==> config.mk <==
export PLATFORM = sky130hd
export DESIGN_NAME = count_wrap_monitor
export DESIGN_NICKNAME = d
export VERILOG_FILES = /design/src/rtl/count_mon_pkg.sv /design/src/rtl/event_fifo.sv /design/src/rtl/count_wrap_monitor.sv
export SDC_FILE = /design/constraint.sdc
export NUM_CORES = 1
export LEC_CHECK = 0
export BUFFER_PORTS_ARGS = -buffer_cell sky130_fd_sc_hd__buf_2
export CAP_MARGIN = 10
export CORE_MARGIN = 2
export CORE_UTILIZATION = 35
export DETAILED_ROUTE_END_ITERATION = 10
export GPL_ROUTABILITY_DRIVEN = 0
export PLACE_DENSITY = 0.56
export SYNTH_ARGS = -nofsm -noshare
export SYNTH_HDL_FRONTEND = slang
export SYNTH_SLANG_ARGS = --single-unit
==> constraint.sdc <==
create_clock -name clk -period 2.16 [get_ports clk]
set_input_delay 0.216 -clock clk [delete_from_list [all_inputs] [get_ports clk]]
set_output_delay 0.216 -clock clk [all_outputs]
set_load 0.02 [all_outputs]
==> src/rtl/count_mon_pkg.sv <==
// Shared types for the count wrap monitor: event codes, FSM states and the event entry layout.
package count_mon_pkg;

  localparam int COUNT_W = 4;

  typedef enum logic [2:0] {
    EVT_NONE    = 3'd0,
    EVT_WRAP_UP = 3'd1,
    EVT_WRAP_DN = 3'd2,
    EVT_LOAD    = 3'd3,
    EVT_JUMP    = 3'd4
  } evt_code_e;

  typedef enum logic {
    PRIME = 1'b0,
    TRACK = 1'b1
  } state_e;

  typedef struct packed {
    evt_code_e            code;
    logic [COUNT_W-1:0]   val;
  } evt_entry_t;

endpackage

==> src/rtl/event_fifo.sv <==
// Small synchronous FIFO; push is written at the same edge, dout reads registered storage at the head (0 when empty).
// Push into a full FIFO is dropped unless a pop happens in the same cycle; pop on empty is ignored.
module event_fifo #(
  parameter int DEPTH = 4,
  parameter int DW    = 8
) (
  input  logic          clk,
  input  logic          reset,
  input  logic          push,
  input  logic          pop,
  input  logic [DW-1:0] din,
  output logic [DW-1:0] dout,
  output logic          full,
  output logic          empty
);

  localparam int AW = $clog2(DEPTH);
  localparam logic [AW:0] PTR_ONE = {{AW{1'b0}}, 1'b1};

  logic [DW-1:0] mem_q [DEPTH];
  logic [DW-1:0] mem_d [DEPTH];
  logic [AW:0]   wr_q, wr_d;
  logic [AW:0]   rd_q, rd_d;
  logic          do_push, do_pop;

  // Extra pointer MSB distinguishes full from empty when the indices match.
  assign empty   = (wr_q == rd_q);
  assign full    = (wr_q[AW] != rd_q[AW]) && (wr_q[AW-1:0] == rd_q[AW-1:0]);
  assign do_pop  = pop && !empty;
  assign do_push = push && (!full || do_pop);
  assign dout    = empty ? '0 : mem_q[rd_q[AW-1:0]];

  always_comb begin
    mem_d = mem_q;
    wr_d  = wr_q;
    rd_d  = rd_q;
    if (do_push) begin
      mem_d[wr_q[AW-1:0]] = din;
      wr_d                = wr_q + PTR_ONE;
    end
    if (do_pop) begin
      rd_d = rd_q + PTR_ONE;
    end
  end

  always_ff @(posedge clk) begin
    if (reset) begin
      wr_q <= '0;
      rd_q <= '0;
      for (int i = 0; i < DEPTH; i++) begin
        mem_q[i] <= '0;
      end
    end else begin
      wr_q  <= wr_d;
      rd_q  <= rd_d;
      mem_q <= mem_d;
    end
  end

endmodule

==> src/rtl/count_wrap_monitor.sv <==
// Classifies counter transitions into a valid/ready event FIFO (event visible the edge it is seen) plus wrap/overflow status.
// Define COUNT_WRAP_MON_DIR_CHECK_EN to turn steps and wraps against the sampled direction into JUMP events.
module count_wrap_monitor
  import count_mon_pkg::*;
#(
  parameter int WIDTH      = COUNT_W,
  parameter int FIFO_DEPTH = 4,
  parameter int WRAP_CNT_W = 8
) (
  input  logic                  clk,
  input  logic                  reset,
  input  logic [WIDTH-1:0]      count_i,
  input  logic                  up_down_i,
  input  logic                  load_i,
  input  logic                  clr_i,
  output logic                  evt_valid_o,
  input  logic                  evt_ready_i,
  output logic [2:0]            evt_code_o,
  output logic [WIDTH-1:0]      evt_val_o,
  output logic [WRAP_CNT_W-1:0] wrap_cnt_o,
  output logic                  overflow_o
);

  localparam int DW = WIDTH + 3;
  localparam logic [WIDTH-1:0] MAXV = '1;
  localparam logic [WIDTH-1:0] ONE  = WIDTH'(1);

  state_e                state_q, state_d;
  logic [WIDTH-1:0]      prev_q, prev_d;
  logic                  load_q, load_d;
  logic [WRAP_CNT_W-1:0] wrap_cnt_q, wrap_cnt_d;
  logic                  overflow_q, overflow_d;

  evt_code_e             raw_code, evt_code;
  logic                  seen_up, seen_dn, dir_bad, wrap_hit;
  logic                  push, pop, full, empty;
  logic [DW-1:0]         dout;

`ifdef COUNT_WRAP_MON_DIR_CHECK_EN
  logic dir_q, dir_d;
  assign dir_d   = up_down_i;
  assign dir_bad = (seen_up && !dir_q) || (seen_dn && dir_q);
  always_ff @(posedge clk) begin
    if (reset) dir_q <= 1'b0;
    else       dir_q <= dir_d;
  end
`else
  logic unused_dir;
  assign unused_dir = ^{up_down_i, seen_up, seen_dn};
  assign dir_bad    = 1'b0;
`endif

  // seen_up/seen_dn mark direction-bearing transitions (steps and wraps) for the optional check.
  always_comb begin
    raw_code = EVT_NONE;
    seen_up  = 1'b0;
    seen_dn  = 1'b0;
    if (state_q == TRACK) begin
      if (load_q) begin
        raw_code = EVT_LOAD;
      end else if (count_i != prev_q) begin
        if (prev_q == MAXV && count_i == '0) begin
          raw_code = EVT_WRAP_UP;
          seen_up  = 1'b1;
        end else if (prev_q == '0 && count_i == MAXV) begin
          raw_code = EVT_WRAP_DN;
          seen_dn  = 1'b1;
        end else if (count_i == prev_q + ONE) begin
          seen_up  = 1'b1;
        end else if (count_i == prev_q - ONE) begin
          seen_dn  = 1'b1;
        end else begin
          raw_code = EVT_JUMP;
        end
      end
    end
  end

  assign evt_code = dir_bad ? EVT_JUMP : raw_code;
  assign wrap_hit = (evt_code == EVT_WRAP_UP) || (evt_code == EVT_WRAP_DN);
  assign push     = (evt_code != EVT_NONE);
  assign pop      = evt_ready_i && !empty;

  always_comb begin
    state_d = state_q;
    case (state_q)
      PRIME:   state_d = TRACK;
      TRACK:   state_d = TRACK;
      default: state_d = PRIME;
    endcase
    prev_d = count_i;
    load_d = load_i;
  end

  always_comb begin
    wrap_cnt_d = wrap_cnt_q;
    overflow_d = overflow_q;
    if (wrap_hit && wrap_cnt_q != '1) wrap_cnt_d = wrap_cnt_q + WRAP_CNT_W'(1);
    if (push && full && !pop)         overflow_d = 1'b1;
    if (clr_i) begin
      wrap_cnt_d = '0;
      overflow_d = 1'b0;
    end
  end

  always_ff @(posedge clk) begin
    if (reset) begin
      state_q    <= PRIME;
      prev_q     <= '0;
      load_q     <= 1'b0;
      wrap_cnt_q <= '0;
      overflow_q <= 1'b0;
    end else begin
      state_q    <= state_d;
      prev_q     <= prev_d;
      load_q     <= load_d;
      wrap_cnt_q <= wrap_cnt_d;
      overflow_q <= overflow_d;
    end
  end

  event_fifo #(
    .DEPTH (FIFO_DEPTH),
    .DW    (DW)
  ) u_fifo (
    .clk   (clk),
    .reset (reset),
    .push  (push),
    .pop   (pop),
    .din   ({evt_code, count_i}),
    .dout  (dout),
    .full  (full),
    .empty (empty)
  );

  assign evt_valid_o = !empty;
  assign evt_code_o  = dout[DW-1 -: 3];
  assign evt_val_o   = dout[WIDTH-1:0];
  assign wrap_cnt_o  = wrap_cnt_q;
  assign overflow_o  = overflow_q;

endmodule

======== Yosys cells after proc, flatten, opt, wreduce, memory -nomap -nowiden ========
Index checks and enable logic that the tools add are counted.
word-level totals
  bits in registers ....................... 49
  bits of input ports ..................... 10
  output and inout bits ................... 17
  logic and storage cells ................. 66
cells by class
  add/sub/neg operators ................... 5
  $lt $le $gt $ge ......................... 3
  eq/ne operators ......................... 11
  multiplexer cells ....................... 15
  bitwise logic cells ..................... 2
  reductions and logical operators ........ 19
operator list
  kind                   count
  $bwmux W28             1
  $mux W7                4
  $mux W3                7
  $bmux W7 S2            1
  $demux W7 S2           1
  $logic_and A1 B1 Y1    10
  $add A8 B1 Y8 const B  1
  $eq A4 B4 Y1           2
  $eq A4 B4 Y1 const B   2
  $logic_not A4 Y1       2
  $ne A8 B8 Y1 const B   1
  $add A3 B1 Y3 const B  2
  $ge A3 B3 Y1 const B   2
  $not A2 Y3             2
  $add A4 B1 Y4 const B  1
  $ne A4 B4 Y1           1
  $sub A4 B1 Y4 const B  1
  $eq A3 B1 Y1 const B   1
  $eq A3 B2 Y1 const B   1
  $eq A3 B3 Y1           1
  $logic_not A1 Y1       3
  $lt A3 B1 Y1 const B   1
  $reduce_bool A3 Y1     1
  $eq A2 B2 Y1           1
  4 further kinds        5

======== Longest topological paths before layout ========
  depth after elaboration ................. 12
  gate-level depth with buffers ........... 8
  mapped depth without buffers ............ 7

======== Cells and area by module ========
Synthesis repeated with hierarchy kept, for this count alone.
unflattened totals
  cells, all modules ...................... 253
  area, all modules ....................... 2648.8 µm²
modules (own cells, without submodules)
  module              instances  cells each  area each (µm²)  seq. area each (µm²)
  event_fifo          1          153         1750.4           680.7
  count_wrap_monitor  1          100         898.4            300.3

======== Worst setup path after synthesis ========
No wires, ideal clock.
  kind .................................... reg-to-reg
  from .................................... reg prev_q[0]
  to ...................................... reg u_fifo.wr_q[2]
  setup time .............................. 0.121 ns
  arrival time ............................ 2.164 ns
  required time ........................... 2.039 ns
  setup slack ............................. -0.125 ns
  cell stages (with the launch flop) ...... 9
  buffers on the path ..................... 1
  period minus slack after synthesis ...... 2.285 ns
  path through ............................ dfxtp_1 inv_1 ha_1 nor4bb_1 a41o_1 buf_6 o21ai_2 a2bb2oi_4 mux2_4
on the way
  cells in the longest elaborated chain, start to end .. 11
  elaborated cells between the ends (all ways) .. 18
  classes of those cells .................. 2 x add/sub; 4 x eq/ne; 7 x mux; 5 x reduce/logical
ends and longest elaborated chain
  element                 line                       text
  from (decl)             count_wrap_monitor.sv:29   logic [WIDTH-1:0] prev_q, prev_d;
  from (signal assigned)  count_wrap_monitor.sv:115  prev_q <= prev_d;
  $sub A4 B1 Y4           count_wrap_monitor.sv:70   end else if (count_i == prev_q - ONE) begin
  $eq A4 B4 Y1            count_wrap_monitor.sv:70
  $mux W3                 count_wrap_monitor.sv:70
  $mux W3                 count_wrap_monitor.sv:68   end else if (count_i == prev_q + ONE) begin
  $mux W3                 count_wrap_monitor.sv:65   end else if (prev_q == '0 && count_i == MAXV) begin
  $mux W3                 count_wrap_monitor.sv:62   if (prev_q == MAXV && count_i == '0) begin
  $mux W3 *               count_wrap_monitor.sv:61   end else if (count_i != prev_q) begin
  $mux W3 *               count_wrap_monitor.sv:59   if (load_q) begin
  $mux W3 *               count_wrap_monitor.sv:58   if (state_q == TRACK) begin
  $reduce_bool A3 Y1 *    count_wrap_monitor.sv:81   assign push = (evt_code != EVT_NONE);
  $logic_and A1 B1 Y1 *   event_fifo.sv:30           assign do_push = push && (!full || do_pop);
  to (signal assigned)    event_fifo.sv:54           wr_q <= wr_d;
  to (decl)               event_fifo.sv:22           logic [AW:0] wr_q, wr_d;
Mark *: on every way between the ends. The rest lies on a longest branch, timed or not.
A chain may end at the register's enable or synchronous reset.

======== Final worst setup path ========
  from .................................... reg prev_q[1]
  to ...................................... reg u_fifo.wr_q[2]
Same word-level chain as after synthesis.

==> impl_metrics.py <==
metrics = {
    "drt": {
        "routed_wl_um": 5710,
        "wire_per_inst_um": 14.1,
        "via_per_inst": 4.88,
        "drtIter0Drc": 55,
        "ant_nets": 0,
        "vias": 1981,
        "firstDrtPassIters": 4,
        "drcViolationCount": 0,
    },
    "clock_tree": {
        "cts.clk_slew.worst_paths_ns": 0.09,
        "cts_sinks": 49,
        "clkLatencyLatePin_ns": 0.30,
        "cts_root_buf": "clkbuf_8",
        "numCtsBuffers": 5,
        "cts_tree": "yes",
        "htree_levels": 2,
        "cts_hold_buf": 0,
        "clk_path_buf_depth": 2,
    },
    "floorplanning": {
        "die-area_um2": 8310,
        "die_w_um": 91.1,
        "rows": 31,
        "ios": 27,
        "initial_core_util": 0.364,
        "die_h_um": 91.1,
        "core_area_um2": 7290,
    },
    "final_layout": {
        "utilization": 0.441,
        "nets": 324,
        "area_growth_syn_to_layout_pct": 21.0,
        "design_area_um2": 3220,
        "final_layout_size_suffix_gt1_frac": 0.287,
        "antenna_cells": 0,
    },
    "synthesis": {
        "synthFlopType": "dfxtp_1",
        "synth_top_area_frac": 0.369,
        "syn-mean-instance-area_um2": 10.1,
        "synth-seq-cells": 49,
        "ys_types": 47,
        "synth_enable_flop_cells": 0,
        "netlist_instances": 262,
        "yosysTopAreaCell": "dfxtp_1",
        "synth_fp_nets": 280,
        "seq_area_frac_synth": 0.369,
        "syn_area_um2": 2660,
        "async_flop_share": 0,
        "yosysWarnings": 0,
        "yosys-top-cells-area": "dfxtp_1, mux2i_1, mux4_2",
    },
    "status": {
        "status": "finished, final reports clean",
    },
    "pwr": {
        "p_per_area_nw_per_um2": 755,
        "power_mw": 2.43,
        "swShare": 0.316,
        "power.leakage_nw": 1.41,
        "ir_drop_mv": 0.304,
        "switching_power_uw": 767,
        "p_clk_frac": 0.272,
        "p_int_mw": 1.66,
        "p_seq_frac": 0.410,
        "combPwrFrac": 0.318,
    },
    "timing": {
        "finalHoldViolCount": 0,
        "hold_ws_ns": 0.132,
        "worst_pin_slew_ns": 0.546,
        "fin_ws_ns": 0.0507,
        "rsz0062_at_grt": "true",
        "min_period_ns": 2.11,
        "drv_slew": 0,
        "period_share": 0.977,
        "fmax_mhz": 474,
        "relSlewSlack": 0.632,
        "finalSetupViolCount": 0,
        "finClkSkew_ns": 0.00861,
    },
    "min_path": {
        "hp-class": "input pin to register",
    },
    "grt": {
        "first_global_vias": 1888,
        "grt.overflow.total": 0,
        "grt_antenna_before_repair": 0,
        "grt_usage": 0.141,
        "grt_first_pass_wirelength_um": 9320,
        "grt_max_degree": 21,
    },
    "run": {
        "maxCapViolCount": 0,
    },
    "placed_design": {
        "hpwlAfterDp_um": 4060,
        "place_ws_ns": 0.0314,
        "port_buffers": 25,
        "dpl_cell_area_um2": 3000,
    },
    "setup_path": {
        "startpoint_type": "register",
        "r2r_setup_slack_ns": 0.05,
        "path_max_fanout": 5,
        "crit_type": "register to register",
        "cp_data_arrival_time_ns": 2.31,
        "required_ns": 2.36,
        "critPathCaptureType": "register",
    },
}
layer usage:
layer  GRT usage  wire [um]  part of all wire
met4      0.0467         73             0.013
met2       0.218       2680              0.47
met1       0.197       2840              0.50
met5           0          0                 0
met3      0.0257        114             0.020
power groups by stage:
stage	sequential [mW]	clock, mW	combinational (mW)
after floorplan	1.01	0	0.516
after global placement	1.01	0	0.732
after detailed placement	1.02	0	0.744
after CTS	0.995	0.678	0.746
after global routing	1.00	0.715	0.841
final	0.995	0.661	0.773
sequential cells by signal, indices dropped and copies added, names as in the netlist:
name          count
u_fifo.rd_q       3
u_fifo.mem_q     28
state_q           1
overflow_o        1
u_fifo.wr_q       3
load_q            1
wrap_cnt_o        8
prev_q            4
repair_timing:
action | in CTS | in global routing
endpoints found under the setup margin | 7 | 25
setup buffers | 0 | 5
pin swaps | 0 | 4
resized for setup | 1 | 9
cells by family after synthesis:
group | count (synthesis) | share of synthesized area
XOR/XNOR | 16 | 0.0636
flip-flops | 49 | 0.369
multiplexers | 35 | 0.169
AND/OR/NAND/NOR | 86 | 0.167
adder cells (fa/ha/maj) | 8 | 0.0377
AO/OA/AOI/OAI | 44 | 0.148
buffers and inverters | 24 | 0.0461
cells in the mapped netlist, drive strengths merged (2+ instances only):
master   count
dfxtp       49
nand2       36
mux2i       26
a21oi       15
inv         11
o21ai       11
xor2        11
nor2b       10
nor2         9
ha           8
buf          7
mux4         7
nand3        7
clkbuf       6
nor3         5
or3          5
a2bb2oi      4
o41ai        4
xnor2        4
mux2         2
nand2b       2
o2111ai      2
or4          2
critical path, cell delays in order, from the launching register on:
cell	delay, ns
dfxtp_1	0.32
buf_4	0.15
ha_4	0.16
nand4b_1	0.14
nor4_4	0.06
buf_4	0.16
buf_4	0.14
o21ai_4	0.32
a2bb2oi_4	0.25
mux2_4	0.31
worst paths after layout:
| kind | endpoint | start | cells after the start |
|---|---|---|---|
| hold reg to reg | u_fifo.mem_q[15] | u_fifo.mem_q[15] | 2 |
| hold / removal | load_q | load_i | 2 |
| setup reg to reg | u_fifo.wr_q[2] | prev_q[1] | 9 |
| setup / recovery | u_fifo.wr_q[2] | prev_q[1] | 9 |
through the flow:
step | setup TNS (ns) | std cells
2_1_floorplan | 0 | 262
3_3_place_gp | 0 | 394
3_5_place_dp | 0 | 394
4_1_cts | 0 | 402
5_1_grt | -0.420 | 406
6_report | 0 | 406
cell usage in the layout (no fill, tap or decap), drive strengths merged, types with 5 or more instances in the layout:
cell / count
buf: 50
dfxtp: 49
nand2: 36
mux2i: 26
a21oi: 15
inv: 11
o21ai: 11
xor2: 11
nor2b: 10
nor2: 9
ha: 8
mux4: 7
nand3: 7
clkbuf: 6
or3: 5
nor3: 5
cell type report:
type | count | area, um2
clock buffers | 6 | 72.6
clock inverters | 2 | 38.8
fillers | 758 | 4080
inverters | 11 | 41.3
multi-input cells | 189 | 1600
flip-flops and latches | 49 | 982
well taps | 99 | 124
repair buffers | 50 | 362
No activity file was read; power rests on OpenSTA's default activity.
